<file path="src/rtl/delta_sigma_mc.sv">
// delta_sigma_mc: multi-channel PWM-dither / first-order sigma-delta audio DAC modulator.
// Optional build macro DS_UNDERRUN_MUTE_EN: an underrun forces midscale instead of holding the last sample.
module delta_sigma_mc #(
   parameter int INBITS   = 16,
   parameter int OUTBITS  = 4,
   parameter int CHANNELS = 2
) (
   input  logic                         clk,
   input  logic                         rst_n,
   input  logic                         mode_i,
   input  logic                         s_valid,
   output logic                         s_ready,
   input  logic [CHANNELS*INBITS-1:0]   s_data,
   output logic [CHANNELS*OUTBITS-1:0]  audio_o,
   output logic                         frame_o,
   output logic                         underrun_o
);
   localparam int FRAC = INBITS - OUTBITS;
`ifdef DS_UNDERRUN_MUTE_EN
   localparam bit MUTE = 1'b1;
`else
   localparam bit MUTE = 1'b0;
`endif
   localparam logic [CHANNELS*INBITS-1:0] MID = {CHANNELS{1'b1, {(INBITS-1){1'b0}}}};

   logic [FRAC-1:0]              cnt_q;
   logic                         pend_full_q, mode_q, frame_q, under_q;
   logic [CHANNELS*INBITS-1:0]   pend_q, act_q, act_d;
   logic [CHANNELS*FRAC-1:0]     acc_q, acc_d;
   logic [CHANNELS*OUTBITS-1:0]  audio_q, audio_d;
   logic                         wrap, accept, underrun, clr;

   assign wrap     = &cnt_q;
   assign s_ready  = !pend_full_q | wrap;
   assign accept   = s_valid & s_ready;
   assign underrun = wrap & !pend_full_q & !accept;
   // accumulators restart on a mode switch so the new mode starts from a clean phase
   assign clr      = (wrap & (mode_i != mode_q)) | (MUTE & underrun);
   assign act_d    = (wrap & pend_full_q) ? pend_q : (MUTE & underrun) ? MID : act_q;

   for (genvar c = 0; c < CHANNELS; c++) begin : g_ch
      logic [OUTBITS-1:0] hi, pwm, sd;
      logic [FRAC-1:0]    lo;
      logic [FRAC:0]      sum;
      logic               top;
      assign hi  = act_q[c*INBITS+FRAC +: OUTBITS];
      assign lo  = act_q[c*INBITS +: FRAC];
      assign top = &hi;
      assign sum = {1'b0, acc_q[c*FRAC +: FRAC]} + {1'b0, lo};
      assign pwm = (lo > cnt_q && !top) ? hi + 1'b1 : hi;
      assign sd  = top ? hi : hi + {{(OUTBITS-1){1'b0}}, sum[FRAC]};
      assign audio_d[c*OUTBITS +: OUTBITS] = mode_q ? sd : pwm;
      assign acc_d[c*FRAC +: FRAC] = clr ? '0 : sum[FRAC-1:0];
   end

   always_ff @(posedge clk or negedge rst_n) begin
      if (!rst_n) begin
         cnt_q       <= '0;
         pend_full_q <= 1'b0;
         pend_q      <= '0;
         act_q       <= '0;
         acc_q       <= '0;
         audio_q     <= '0;
         mode_q      <= 1'b0;
         frame_q     <= 1'b0;
         under_q     <= 1'b0;
      end else begin
         cnt_q       <= cnt_q + 1'b1;
         pend_full_q <= accept | (pend_full_q & !wrap);
         if (accept) pend_q <= s_data;
         act_q       <= act_d;
         acc_q       <= acc_d;
         audio_q     <= audio_d;
         if (wrap) mode_q <= mode_i;
         frame_q     <= wrap;
         under_q     <= underrun;
      end
   end

   assign audio_o    = audio_q;
   assign frame_o    = frame_q;
   assign underrun_o = under_q;
endmodule

</file>
<file path="config.mk">
export PLATFORM = sky130hd
export DESIGN_NAME = delta_sigma_mc
export DESIGN_NICKNAME = d
export VERILOG_FILES = /design/src/rtl/delta_sigma_mc.sv
export SDC_FILE = /design/constraint.sdc
export NUM_CORES = 1
export LEC_CHECK = 0
export BUFFER_PORTS_ARGS = -buffer_cell sky130_fd_sc_hd__buf_2
export CAP_MARGIN = 0
export CORE_MARGIN = 5
export CORE_UTILIZATION = 45
export CTS_CLUSTER_DIAMETER = 150
export DETAILED_ROUTE_END_ITERATION = 16
export PLACE_DENSITY_LB_ADDON = 0.3
export SYNTH_ARGS = -nofsm -noshare
export SYNTH_HDL_FRONTEND = slang
export SYNTH_SLANG_ARGS = --single-unit
</file>
<file path="constraint.sdc">
create_clock -name clk -period 6.65 [get_ports clk]
set_clock_uncertainty 0.05 [all_clocks]
set_input_delay 0.665 -clock clk [delete_from_list [all_inputs] [get_ports clk]]
set_output_delay 0.665 -clock clk [all_outputs]
set_load 0.05 [all_outputs]
</file>
==> flow_summary.ini <==
[timing]
finalSetupTns_ps = 0
fin_crit_sh = 0.492
hold_viol = 0
max_slew.worst_pin.slew_ps = 942
min_period_ps = 3270
maxSlewViolCount = 0
worst_slack_ps = 3380
max_freq_ghz = 0.306
setup_viol = 0
fin_hold_ws_ps = 313
rsz0062_at_grt = false
slew_headroom = 0.369

[placement]
portBuffers = 46
dp_slack_ps = 3370
dpl.hpwl_um = 8820
place_congestion = 0.871

[critical_path]
r2r_slack_ps = 3380
critPathTopFamily = compound AO/OA/AOI/OAI gates
reg2reg_to = audio_o[6]$_DFF_PN0_
crit_path_max_incr_delay_ps = 400
reg2reg_from = act_q[16]$_DFFE_PN0P_
path_cells = ha_1 -> inv_1 -> fa_1 -> nor2b_1 -> o21ai_0 -> a21boi_0 -> nor3_1 -> o21a_1 -> o21ai_0 -> ha_1 -> ha_1 -> and3_1 -> a311oi_1 -> a311o_1
worst_setup_path_start_kind = flip-flop
crit_buf_inv = 1
worst_ep_required_time_ps = 6830
critical-path-slowest-cell = a21boi_0
crit_path_end_kind = flip-flop
arrival_ps = 3460
crit_type = reg2reg
crit_path_max_fanout = 4
crit_path_frequent_cell = ha_1
worstRegToRegCells = 14

[drt]
viasPerCell = 5.38
wl_met2_um = 5880
wl_um = 11800
top_layer = met4
drc = 0
drtAntennaViolNets = 0
routed-wl-met3_um = 389
wl_per_cell_um = 15.6
wl_met1_um = 5290
drt-initial-drc-count = 204
first_pass_iters = 4
num_vias = 4049

[clock_tree]
clock_sinks = 112
holdBufCountCts = 0
cts-buffers-inserted = 9
root_buffer = clkbuf_16
cts_resized = 0
cts_htree_levels = 3
clk_latency_ps = 360
clk_pin_slew_ps = 70
cts_tree = built
cts_buffer_depth = 2
post_cts_buffers = 0

[power]
comb_power_share = 0.019
p_int_mw = 1.00
power_leakage_nw = 3.43
p_clk_frac = 0.437
sw_frac_of_total = 0.201
power_frac_seq = 0.544
cellPowerDensity_mw_per_mm2 = 187
total_power_mw = 1.25
power.switching_mw = 0.252
peakVddDrop_mv = 0.174

[yosys]
synth-xor-area-share = 0.0206
synthSimpleGateAreaFrac = 0.114
synthArstFlopShare = 1.00
syn_nets = 617
seq_area_frac_synth = 0.470
ys_types = 49
synth_compound_area_frac = 0.0980
synth_mux_area_frac = 0.145
syn_area_mm2 = 0.00596
yosysWarnings = 0
synth_seq_cells = 112
ys.flop_type = dfrtp_1
synth_top_family_by_area = multiplexers
synthCells = 524
synth.avg_cell_area_um2 = 11.4
synth_edf_count = 0
synth_fa_ha_area_frac = 0.122

[global_routing]
grt_use_total = 0.160
grt_max_degree = 58
grt_pass1_vias = 4255
grt_overflow_total = 0
grt_pass1_wl_um = 20300
antenna_found_initial = 0

[min_path]
hold_path.class = in2async

[run_status]
outcome = finished clean

[final_layout]
drive_gt1_frac = 0.161
final_nets = 664
final_util = 0.509
n_antenna_cell = 0
syn2layout_area_growth_pct = 12.1

[floorplanning]
design.portCount = 47
core.rowCount = 42
start_util = 0.454
die_y_um = 125
die_w_um = 125
coreArea_mm2 = 0.0131
fp.dieArea_mm2 = 0.0157

[flow_run]
cap_violations = 0
## worst reg2reg max path, cell delays in order, from the launching register on
cell and delay [ps]:
dfrtp_1 380, ha_1 190, inv_1 60, fa_1 380
nor2b_1 150, o21ai_0 120, a21boi_0 400, nor3_1 100
o21a_1 220, o21ai_0 180, ha_1 210, ha_1 160
and3_1 160, a311oi_1 50, a311o_1 330
## state kept, by name (all words and copies together), names as in the netlist
register	flops
acc_q	24
pend_full_q	1
cnt_q	12
pend_q	32
audio_o	8
mode_q	1
frame_o	1
act_q	32
underrun_o	1
## worst max-delay path by stage
| stage | to | start | cells after the start | slack [ps] |
|---|---|---|---|---|
| after floorplan | audio_o[6]$_DFF_PN0_ | act_q[16]$_DFFE_PN0P_ | 14 | 3700 |
| after global placement | audio_o[6]$_DFF_PN0_ | act_q[16]$_DFFE_PN0P_ | 14 | 3480 |
| after detailed placement | audio_o[6]$_DFF_PN0_ | act_q[16]$_DFFE_PN0P_ | 14 | 3370 |
| after CTS | audio_o[6]$_DFF_PN0_ | act_q[16]$_DFFE_PN0P_ | 14 | 3340 |
| after global routing | audio_o[6]$_DFF_PN0_ | act_q[16]$_DFFE_PN0P_ | 14 | 2950 |
| final | audio_o[6]$_DFF_PN0_ | act_q[16]$_DFFE_PN0P_ | 14 | 3380 |
## through the flow
step	instances	cell area, um2
after global routing	752	6680
final	752	6680
after global placement	736	6380
after detailed placement	736	6380
after floorplan	524	5960
after CTS	752	6680
## synth_stat cells (all sizes together) (8+ instances only)
master	number	area, um2
o21ai	19	95.1
ha	55	688
o21a	8	60.1
xnor2	12	105
mux2i	10	100
mux2	68	766
nand2b	9	56.3
nor3	19	95.1
nor2	24	90.1
nand3	12	65.1
dfrtp	112	2800
nand2	28	105
inv	33	124
a21oi	23	115
nand4	8	50.1
## cell type report
class,instances,area [um2]
fillers,1191,6450
multi-input cells,366,2980
flip-flops and latches,112,2800
clock buffers,13,260
repair buffers,49,255
well taps,176,220
inverters,33,124
clock inverters,3,40.0
## layer usage
metal	GRT usage	vias up
met5	0	-
met3	0.0435	15
li1	-	1981
met2	0.274	60
met1	0.197	1993
met4	0.0491	0
## placed cells by master (no fill, tap or decap), drive strengths merged, types with 3 or more instances in the layout
cell	instances
nand2b	9
o21ai	19
xnor2	12
nor3	19
nor2b	7
a21oi	23
mux2	68
nand2	28
o211ai	4
and3	6
o31ai	3
mux2i	10
a221oi	6
dfrtp	112
buf	49
nand4	8
a21o	7
clkbuf	13
nand3	12
inv	33
ha	55
o21a	8
a211oi	3
nor4	3
nor2	24
## power by group through the flow
stage | combinational [mW] | sequential [mW] | clock, mW
after floorplan | 0.000849 | 0.694 | 0
final | 0.0240 | 0.681 | 0.548
after CTS | 0.0259 | 0.681 | 0.568
after global placement | 0.0250 | 0.694 | 0
after detailed placement | 0.0257 | 0.694 | 0
after global routing | 0.0289 | 0.680 | 0.596
## cell families after synthesis
kind of cell             count (synthesis)
AND/OR/NAND/NOR                        128
flip-flops                             112
AO/OA/AOI/OAI                           89
multiplexers                            78
adder cells (fa/ha/maj)                 57
buffers and inverters                   46
XOR/XNOR                                14
No activity file was read; power rests on OpenSTA's default activity.
